$ cat src/rtl/watermelon_motion_ctrl_pkg.sv
// watermelon_motion_ctrl_pkg
//   Shared constants for the watermelon sprite motion controller and the OLED
//   renderers: screen and sprite geometry, motion tuning, the controller state
//   encoding and the RGB565 colour constants.
//   No ports (package).
package watermelon_motion_ctrl_pkg;

  localparam int SCREEN_W  = 96;
  localparam int SCREEN_H  = 64;
  localparam int SPRITE_W  = 56;
  localparam int SPRITE_H  = 58;
  localparam int MAX_X     = SCREEN_W - SPRITE_W;  // 40
  localparam int MAX_Y     = SCREEN_H - SPRITE_H;  // 6

  localparam int STEP_X    = 2;
  localparam int STEP_Y    = 1;
  localparam int FRAME_DIV = 2;
  localparam int INIT_X    = 20;
  localparam int INIT_Y    = 3;

  localparam int X_W       = 7;
  localparam int Y_W       = 6;

  // A divide-by-1 still needs a 1-bit counter so the compare stays legal.
  localparam int DIV_W     = (FRAME_DIV > 1) ? $clog2(FRAME_DIV) : 1;

  typedef enum logic [1:0] {
    ST_IDLE   = 2'd0,
    ST_RUN    = 2'd1,
    ST_PAUSED = 2'd2
  } state_t;

  // RGB565 colours shared with the renderers.
  localparam logic [15:0] COL_BLACK = 16'h0000;
  localparam logic [15:0] COL_WHITE = 16'hFFFF;
  localparam logic [15:0] COL_RED   = 16'hF800;
  localparam logic [15:0] COL_GREEN = 16'h07E0;

endpackage

$ cat src/rtl/watermelon_motion_ctrl_if.sv
// watermelon_motion_ctrl_if
//   Bundles the button/frame controls going into the motion controller and the
//   sprite anchor/status going out to the renderer.
//   Signals:
//     frame_tick, start, pause, stop : one-cycle pulses into the controller
//     leftX_watermelon[6:0], topY_watermelon[5:0] : sprite anchor
//     dir_x, dir_y, moving, update_pulse          : status
//   Modports: master = button/frame side (drives controls), slave = controller.
interface watermelon_motion_ctrl_if;
  import watermelon_motion_ctrl_pkg::*;

  logic           frame_tick;
  logic           start;
  logic           pause;
  logic           stop;
  logic [X_W-1:0] leftX_watermelon;
  logic [Y_W-1:0] topY_watermelon;
  logic           dir_x;
  logic           dir_y;
  logic           moving;
  logic           update_pulse;

  modport master (
    output frame_tick, start, pause, stop,
    input  leftX_watermelon, topY_watermelon, dir_x, dir_y, moving, update_pulse
  );

  modport slave (
    input  frame_tick, start, pause, stop,
    output leftX_watermelon, topY_watermelon, dir_x, dir_y, moving, update_pulse
  );

endinterface

$ cat src/rtl/watermelon_motion_ctrl_bounce_axis.sv
// watermelon_motion_ctrl_bounce_axis
//   One axis of the bouncing anchor. Moves pos by STEP per step_en toward the
//   current direction, clamping to 0..MAX and reversing at either edge.
//   Ports:
//     CLOCK     in  system clock
//     RESET     in  synchronous active-high reset (pos=INIT, dir=1)
//     load_init in  return to INIT, direction forward
//     step_en   in  advance one step this cycle
//     pos       out current position, 0..MAX
//     dir       out 1 = increasing, 0 = decreasing
module watermelon_motion_ctrl_bounce_axis #(
  parameter int W    = 7,
  parameter int MAX  = 40,
  parameter int STEP = 2,
  parameter int INIT = 20
) (
  input  logic         CLOCK,
  input  logic         RESET,
  input  logic         load_init,
  input  logic         step_en,
  output logic [W-1:0] pos,
  output logic         dir
);

  // Compares are done one bit wider so pos+STEP can never wrap.
  localparam logic [W:0]   MAX_E  = (W+1)'(MAX);
  localparam logic [W:0]   STEP_E = (W+1)'(STEP);
  localparam logic [W-1:0] MAX_P  = W'(MAX);
  localparam logic [W-1:0] STEP_P = W'(STEP);
  localparam logic [W-1:0] INIT_P = W'(INIT);

  logic [W:0] pos_e;
  logic [W:0] sum_e;

  assign pos_e = {1'b0, pos};
  assign sum_e = pos_e + STEP_E;

  always_ff @(posedge CLOCK) begin
    if (RESET || load_init) begin
      pos <= INIT_P;
      dir <= 1'b1;
    end else if (step_en) begin
      if (dir) begin
        if (sum_e >= MAX_E) begin
          pos <= MAX_P;
          dir <= 1'b0;
        end else begin
          pos <= sum_e[W-1:0];
        end
      end else begin
        if (pos_e <= STEP_E) begin
          pos <= '0;
          dir <= 1'b1;
        end else begin
          pos <= pos - STEP_P;
        end
      end
    end
  end

endmodule

$ cat src/rtl/watermelon_motion_ctrl.sv
// watermelon_motion_ctrl
//   Moves the watermelon sprite anchor around the 96x64 OLED, bouncing off the
//   edges. Start/pause/stop control, one position update every FRAME_DIV frame
//   ticks while running.
//   Ports:
//     CLOCK  in  system clock
//     RESET  in  synchronous active-high reset, overrides everything
//     bus    slave modport: frame_tick/start/pause/stop in;
//            leftX_watermelon, topY_watermelon, dir_x, dir_y, moving,
//            update_pulse out
//
//   state   | meaning
//   --------+------------------------------------------------------------
//   IDLE    | anchor parked at INIT, frame ticks ignored, waits for start
//   RUN     | counts frame ticks, steps both axes every FRAME_DIV ticks
//   PAUSED  | anchor, directions and tick count frozen until start
module watermelon_motion_ctrl
  import watermelon_motion_ctrl_pkg::*;
(
  input logic                     CLOCK,
  input logic                     RESET,
  watermelon_motion_ctrl_if.slave bus
);

  localparam logic [DIV_W-1:0] DIV_LAST = DIV_W'(FRAME_DIV - 1);

  state_t           state;
  state_t           state_next;
  logic [DIV_W-1:0] div_cnt;
  logic [DIV_W-1:0] div_next;
  logic             load_init;
  logic             step_en;
  logic             update_q;
  logic [X_W-1:0]   pos_x;
  logic [Y_W-1:0]   pos_y;
  logic             dir_x_q;
  logic             dir_y_q;

  always_ff @(posedge CLOCK) begin
    if (RESET) begin
      state    <= ST_IDLE;
      div_cnt  <= '0;
      update_q <= 1'b0;
    end else begin
      state    <= state_next;
      div_cnt  <= div_next;
      update_q <= step_en;
    end
  end

  // Priority stop > pause > start in every state; a control pulse in RUN
  // also swallows a coincident frame tick.
  always_comb begin
    state_next = state;
    div_next   = div_cnt;
    load_init  = 1'b0;
    step_en    = 1'b0;
    case (state)
      ST_IDLE: begin
        if (bus.stop) begin
          load_init = 1'b1;
          div_next  = '0;
        end else if (bus.pause) begin
          state_next = ST_IDLE;
        end else if (bus.start) begin
          state_next = ST_RUN;
        end
      end
      ST_RUN: begin
        if (bus.stop) begin
          state_next = ST_IDLE;
          load_init  = 1'b1;
          div_next   = '0;
        end else if (bus.pause) begin
          state_next = ST_PAUSED;
        end else if (bus.frame_tick) begin
          if (div_cnt == DIV_LAST) begin
            div_next = '0;
            step_en  = 1'b1;
          end else begin
            div_next = div_cnt + DIV_W'(1);
          end
        end
      end
      ST_PAUSED: begin
        if (bus.stop) begin
          state_next = ST_IDLE;
          load_init  = 1'b1;
          div_next   = '0;
        end else if (bus.pause) begin
          state_next = ST_PAUSED;
        end else if (bus.start) begin
          state_next = ST_RUN;
        end
      end
      default: begin
        state_next = ST_IDLE;
        load_init  = 1'b1;
        div_next   = '0;
      end
    endcase
  end

  watermelon_motion_ctrl_bounce_axis #(
    .W(X_W), .MAX(MAX_X), .STEP(STEP_X), .INIT(INIT_X)
  ) u_axis_x (
    .CLOCK     (CLOCK),
    .RESET     (RESET),
    .load_init (load_init),
    .step_en   (step_en),
    .pos       (pos_x),
    .dir       (dir_x_q)
  );

  watermelon_motion_ctrl_bounce_axis #(
    .W(Y_W), .MAX(MAX_Y), .STEP(STEP_Y), .INIT(INIT_Y)
  ) u_axis_y (
    .CLOCK     (CLOCK),
    .RESET     (RESET),
    .load_init (load_init),
    .step_en   (step_en),
    .pos       (pos_y),
    .dir       (dir_y_q)
  );

  assign bus.leftX_watermelon = pos_x;
  assign bus.topY_watermelon  = pos_y;
  assign bus.dir_x            = dir_x_q;
  assign bus.dir_y            = dir_y_q;
  assign bus.moving           = (state == ST_RUN);
  assign bus.update_pulse     = update_q;

endmodule

$ cat src/flat_wrapper.sv
// flat-port wrapper written by rule: the top's interface ports become plain ports
module watermelon_motion_ctrl_flat import watermelon_motion_ctrl_pkg::*;
  (CLOCK, RESET, bus_frame_tick, bus_start, bus_pause, bus_stop, bus_leftX_watermelon, bus_topY_watermelon, bus_dir_x, bus_dir_y, bus_moving, bus_update_pulse);
  watermelon_motion_ctrl_if bus_i ();
  input logic CLOCK;
  input logic RESET;
  input wire logic [$bits(bus_i.frame_tick)-1:0] bus_frame_tick;
  input wire logic [$bits(bus_i.start)-1:0] bus_start;
  input wire logic [$bits(bus_i.pause)-1:0] bus_pause;
  input wire logic [$bits(bus_i.stop)-1:0] bus_stop;
  output wire logic [$bits(bus_i.leftX_watermelon)-1:0] bus_leftX_watermelon;
  output wire logic [$bits(bus_i.topY_watermelon)-1:0] bus_topY_watermelon;
  output wire logic [$bits(bus_i.dir_x)-1:0] bus_dir_x;
  output wire logic [$bits(bus_i.dir_y)-1:0] bus_dir_y;
  output wire logic [$bits(bus_i.moving)-1:0] bus_moving;
  output wire logic [$bits(bus_i.update_pulse)-1:0] bus_update_pulse;
  assign bus_i.frame_tick = bus_frame_tick;
  assign bus_i.start = bus_start;
  assign bus_i.pause = bus_pause;
  assign bus_i.stop = bus_stop;
  assign bus_leftX_watermelon = bus_i.leftX_watermelon;
  assign bus_topY_watermelon = bus_i.topY_watermelon;
  assign bus_dir_x = bus_i.dir_x;
  assign bus_dir_y = bus_i.dir_y;
  assign bus_moving = bus_i.moving;
  assign bus_update_pulse = bus_i.update_pulse;
  watermelon_motion_ctrl u_core (.CLOCK(CLOCK), .RESET(RESET), .bus(bus_i));
endmodule
$ cat config.mk
export PLATFORM = sky130hd
export DESIGN_NAME = watermelon_motion_ctrl_flat
export DESIGN_NICKNAME = d
export VERILOG_FILES = /design/src/rtl/watermelon_motion_ctrl_pkg.sv /design/src/rtl/watermelon_motion_ctrl_if.sv /design/src/rtl/watermelon_motion_ctrl_bounce_axis.sv /design/src/rtl/watermelon_motion_ctrl.sv /design/src/flat_wrapper.sv
export SDC_FILE = /design/constraint.sdc
export NUM_CORES = 1
export LEC_CHECK = 0
export ABC_AREA = 1
export CAP_MARGIN = 0
export CELL_PAD_IN_SITES_DETAIL_PLACEMENT = 1
export CELL_PAD_IN_SITES_GLOBAL_PLACEMENT = 1
export CORE_MARGIN = 1.5
export CORE_UTILIZATION = 38
export CTS_BUF_LIST = sky130_fd_sc_hd__clkbuf_2
export DETAILED_ROUTE_END_ITERATION = 10
export PLACE_DENSITY = 0.93
export REMOVE_ABC_BUFFERS = 1
export SETUP_SLACK_MARGIN = 0.2
export SLEW_MARGIN = 20
export SYNTH_ARGS = -nofsm -noshare
export SYNTH_HDL_FRONTEND = slang
export SYNTH_SLANG_ARGS = --single-unit
$ cat constraint.sdc
create_clock -name CLOCK -period 2.1 [get_ports CLOCK]
set_input_delay 0.525 -clock CLOCK [delete_from_list [all_inputs] [get_ports CLOCK]]
set_output_delay 0.525 -clock CLOCK [all_outputs]
set_load 0.05 [all_outputs]
Word level (Yosys, flattened, before mapping). Index checks and enable logic that the tools add are counted.

Add/subtract/negate cells: 5. $lt $le $gt $ge: 4. Eq/ne operators: 7. Mux-type cells: 33. Reductions and logical operators: 6.

Operators with widths (count): 7-bit 2-to-1 mux (3); 1-bit 2-to-1 mux (18); 6-bit 2-to-1 mux (3); 2-bit 2-to-1 mux (7); 3-bit != test (second input constant) (3); 7-bit by 2-bit adder with 8-bit output (second input constant) (1); 8-bit by 6-bit greater-or-equal comparator with 1-bit output (second input constant) (1); 6-bit by 1-bit adder with 7-bit output (second input constant) (1); 7-bit by 3-bit greater-or-equal comparator with 1-bit output (second input constant) (1); 7-bit by 2-bit less-or-equal comparator with 1-bit output (second input constant) (1); 7-bit by 2-bit subtractor with 7-bit output (second input constant) (1); 6-bit by 1-bit less-or-equal comparator with 1-bit output (second input constant) (1); 2-bit case mux with 3 select lines (1); 6-bit by 1-bit subtractor with 6-bit output (second input constant) (1); 3-bit AND reduction (1); 3-bit OR reduction (1); 2-bit by 1-bit equality test with 1-bit output (second input constant) (1); 2-bit equality test (second input constant) (1); 2-bit logical NOT (1); 2-bit by 1-bit != test with 1-bit output (second input constant) (1); 2-bit != test (second input constant) (1); 1-bit case mux with 2 select lines (1); 2-bit AND reduction (1); 2-bit OR reduction (1); other kinds (2) (2).

Flip-flop bits (word level): 19. Input bits: 6. Output and inout bits: 17. Logic and storage cells: 62.

Longest topological paths before layout.
Depth after elaboration: 6. Mapped depth: 12.

Cells and area by module. Synthesis repeated with hierarchy kept, for this count alone.

Cells, all modules: 215. Area, all modules: 1321.3 µm².

Modules (own cells, without submodules): watermelon_motion_ctrl_bounce_axis at u_core.u_axis_x (instances 1, cells an instance 95, area each 580.6 µm², sequential area each 140.1 µm²); watermelon_motion_ctrl_bounce_axis at u_core.u_axis_y (instances 1, cells an instance 82, area each 510.5 µm², sequential area each 140.1 µm²); watermelon_motion_ctrl (instances 1, cells an instance 38, area each 230.2 µm², sequential area each 80.1 µm²).

Worst setup path before layout. No wires, ideal clock.

Path type: flip-flop to flip-flop. Start point: register u_core.u_axis_y.pos[0]. End point: register u_core.u_axis_y.pos[2]. Library setup time: 0.109 ns. Arrival time: 1.827 ns. Slack: 0.164 ns. Stages on the path, launching flop included: 11. Clock period less this slack: 1.936 ns. Cells stage by stage: dfxtp_1 > inv_1 > ha_1 > nor2_1 > nor2_1 > a21oi_1 > nand3_1 > nand2_1 > nand3_1 > nand2_1 > inv_1.

Longest elaborated chain between the ends: 4. Elaborated cells on any way between the ends: 7. Classes of those cells: add/sub (2); order compare (2); mux (3).

RTL lines: start, declared (RTL line watermelon_motion_ctrl_bounce_axis.sv:21) `output logic [W-1:0] pos,`; start signal, assigned (RTL line watermelon_motion_ctrl_bounce_axis.sv:48) `pos <= sum_e[W-1:0];`; start signal, assigned (RTL line watermelon_motion_ctrl_bounce_axis.sv:55) `pos <= pos - STEP_P;`; 6-bit by 1-bit adder with 7-bit output (RTL line watermelon_motion_ctrl_bounce_axis.sv:36) `assign sum_e = pos_e + STEP_E;`; 7-bit by 3-bit greater-or-equal comparator with 1-bit output (RTL line watermelon_motion_ctrl_bounce_axis.sv:44) `if (sum_e >= MAX_E) begin`; 6-bit 2-to-1 mux (RTL line watermelon_motion_ctrl_bounce_axis.sv:44); 6-bit 2-to-1 mux * (RTL line watermelon_motion_ctrl_bounce_axis.sv:43) `if (dir) begin`.

Every way passes the cells marked *; elsewhere a longest branch is shown, timed or not. A chain may end at the register's enable or synchronous reset.

Worst setup path in the final report.
Start point: input port bus_pause. End point: register u_core.u_axis_y.pos[5].

Longest elaborated chain between the ends: 3.

RTL lines: start, declared (RTL line flat_wrapper.sv:9) `input wire logic [$bits(bus_i.pause)-1:0] bus_pause;`; 1-bit 2-to-1 mux (RTL line watermelon_motion_ctrl.sv:74) `end else if (bus.pause) begin`; 1-bit 2-to-1 mux (RTL line watermelon_motion_ctrl.sv:70) `if (bus.stop) begin`; 1-bit 2-to-1 mux (RTL line watermelon_motion_ctrl.sv:58) `case (state)`.

No other way between the ends.

==> impl_metrics.json <==
{
  "p_total_uw": 532.6,
  "grt_overflow": 0,
  "antenna_found_initial": 0,
  "place_ws_ps": -22.40,
  "synth_area_um2": 1308,
  "dp_hpwl_um": 2777,
  "cts_tree": "built",
  "synth_top_area_cell": "dfxtp_1",
  "nNetsFinal": 243,
  "seqPwrFrac": 0.646,
  "grt_pass1_vias": 1281,
  "status": "finished clean",
  "maxCapViolations": 0,
  "synthArstFlopShare": 0,
  "synth_flop_cell": "dfxtp_1",
  "dpl.cell_count": 271,
  "cp.arrival_ps": 2000,
  "reg2regPathDepth": 8,
  "num_vias": 1348,
  "startpoint": "bus_pause",
  "r2r_end": "u_core.u_axis_x.dir",
  "core_area_um2": 3311,
  "yosysTopAreaCellShare": 0.2756,
  "viasPerCell": 4.902,
  "ant_nets": 0,
  "postLayoutCellArea_um2": 1575,
  "clock_skew_ps": 7.475,
  "setup_slack_ps": 313.2,
  "yosys-top-cells-area": "dfxtp_1 (28%), nand2_1 (14%), nor2_1 (7.2%), ha_1 (6.7%), inv_1 (6.6%)",
  "htreeDepth": 1,
  "area_growth_syn_to_layout_pct": 20.48,
  "leakagePower_uw": 0.0007800,
  "worst_skew_pair.late_latency_ps": 300,
  "clockBufferDepth": 2,
  "power.combinational.fraction": 0.074,
  "crit_path_end": "u_core.u_axis_y.pos[5]",
  "grt-busiest-layer": "met2",
  "start_util": 0.3949,
  "dieArea_um2": 3802,
  "yosysMostFrequentCell": "nand2_1",
  "gr-usage-met2": 0.3624,
  "gp_congestion": 0.8734,
  "cts_root_buf": "clkbuf_2",
  "path_class": "input pin to flop",
  "final_cells": 275,
  "slew_viol_final": 0,
  "crit_chain": "clkdlybuf4s50_1 -> inv_1 -> nand3_1 -> nor2_8 -> inv_4 -> a21oi_1 -> or2_1 -> nor2_1",
  "cts.sinks": 18,
  "holdWs_ps": 513.6,
  "synth-seq-cells": 18,
  "cp-end-kind": "flop",
  "finalSetupViolCount": 0,
  "placed_area_um2": 1558,
  "rsz0062_at_grt": "no",
  "grt_usage": 0.2060,
  "drt_iter0_markers": 56,
  "use_met3": 0.04412,
  "ys_warn_count": 0,
  "crit_required_ps": 2310,
  "drive_gt1_frac": 0.1528,
  "p_sw_uw": 131.2,
  "intPower_uw": 401.4,
  "io_buffers": 21,
  "power_switching_share": 0.2464,
  "crit_fanout": 9,
  "numCtsBuffers": 3,
  "slowest_delay_ps": 450,
  "synth-seq-area-share": 0.2756,
  "fin_crit_ps": 1787,
  "wl_per_cell_um": 12.41,
  "hold_viol_final": 0,
  "yosysUniqueCellTypes": 31,
  "die_h_um": 61.66,
  "peakVddDrop_v": 0.0003384,
  "grt_max_degree": 12,
  "totalWireLength_um": 3413,
  "period_share": 0.8509,
  "fp.dieW_um": 61.66,
  "met1_usage": 0.2646,
  "synth_edf_count": 0,
  "clk_pin_slew_worst_paths_ps": 180,
  "fillers": 474,
  "io_pins": 23,
  "worst_path_max_delay_cell": "clkdlybuf4s50_1",
  "start_kind": "input pin",
  "pwr_density_cell_nw_per_um2": 338.1,
  "drc_errors": 0,
  "firstDrtPassIters": 4,
  "rows": 21,
  "grt_pass1_wl_um": 5823,
  "syn_avg_cell_area_um2": 6.505,
  "max_freq_mhz": 559.7,
  "hold_class": "flop to flop",
  "antennaDiodeCount": 0,
  "synth_cells": 201,
  "clock_power_share": 0.280,
  "reg2reg_from": "u_core.u_axis_x.pos[1]",
  "regToRegSetupSlack_ps": 420,
  "synthTopCellsByCount": "nand2_1 (50), nor2_1 (25), inv_1 (23)"
}
==> critical path, delay by kind of cell <==
kind / cells / cell delay [ps]
buffers and inverters: 3 / 640
AO/OA/AOI/OAI: 1 / 220
AND/OR/NAND/NOR: 4 / 600
==> repair_timing <==
action                                  in CTS  in global routing
endpoints found under the setup margin       1                  0
gates resized for setup                      1                  0
hold buffers                                 0                  0
endpoints found under the hold margin        0                  0
buffers inserted                             0                  0
==> worst min path at each step <==
stage | start | end | slack, ps | cells past startpoint
finish | u_core.div_cnt | u_core.div_cnt | 510 | 2
global route | u_core.div_cnt | u_core.div_cnt | 550 | 2
CTS | u_core.div_cnt | u_core.div_cnt | 520 | 2
detailed placement | u_core.div_cnt | u_core.div_cnt | 500 | 2
global placement | u_core.div_cnt | u_core.div_cnt | 490 | 2
floorplan | u_core.div_cnt | u_core.div_cnt | 470 | 2
==> metal layers <==
layer	share of wire	wire length, um
met1	0.48	1650
met2	0.49	1664
met3	0.025	87
met4	0.0029	10
met5	0	0
==> sequential cells by signal, indices dropped and copies added (netlist names) <==
name and flops:
u_core.state 2, u_core.u_axis_y.dir 1, u_core.bus.update_pulse 1, u_core.u_axis_x.dir 1, u_core.u_axis_y.pos 6, u_core.u_axis_x.pos 6
u_core.div_cnt 1
==> logic make-up after synthesis <==
logic type,synth area share
buffers and inverters,0.1100
other,0.002868
AOI/OAI and AO/OA,0.1254
xor gates and xnor gates,0.04019
and+or+nand+nor,0.3790
adders and majority gates,0.06698
DFF,0.2756
==> cell type report <==
cell class	instances	area, um^2	area share
flip-flops and latches	18	360.3	0.2288
well taps	46	57.56	0.03654
clock inverters	1	3.754	0.002383
multi-input cells	151	803.3	0.5099
inverters	27	103.9	0.06593
clock buffers	3	15.01	0.009531
repair buffers	29	231.5	0.1469
==> power groups by stage <==
stage | logic (uW) | registers (uW) | clock network (uW)
finish | 39.2 | 344 | 149
global route | 42.2 | 345 | 176
CTS | 39.4 | 344 | 159
detailed placement | 39.3 | 351 | 0
global placement | 38.9 | 351 | 0
floorplan | 19.0 | 351 | 0
==> layout by cell type, fill, tap and decap left out <==
cell / count
nor3_2: 2
nand3_1: 16
o211ai_1: 2
conb_1: 1
nand2_1: 50
a21oi_1: 14
dlygate4sd2_1: 1
o21a_1: 1
or2_1: 1
xnor2_1: 2
dfxtp_1: 18
inv_1: 23
a311oi_1: 1
inv_2: 2
clkinv_1: 2
clkdlybuf4s50_1: 5
buf_4: 23
nand2_4: 1
nor4_1: 1
inv_4: 1
nor2_8: 1
ha_1: 7
xor2_1: 4
nor3_1: 3
o32ai_1: 1
nand4_1: 7
nor2_1: 25
nor2_4: 1
o21ai_1: 6
a21oi_2: 1
clkbuf_2: 3
o21ai_0: 3
==> metrics by stage <==
step | setup TNS (ps) | utilization
floorplan | 0 | -
global placement | 0 | 0.4705
detailed placement | -37.50 | 0.4705
CTS | 0 | 0.4758
global route | 0 | 0.4758
finish | 0 | 0.4758
Power figures use the tool's default switching activity.
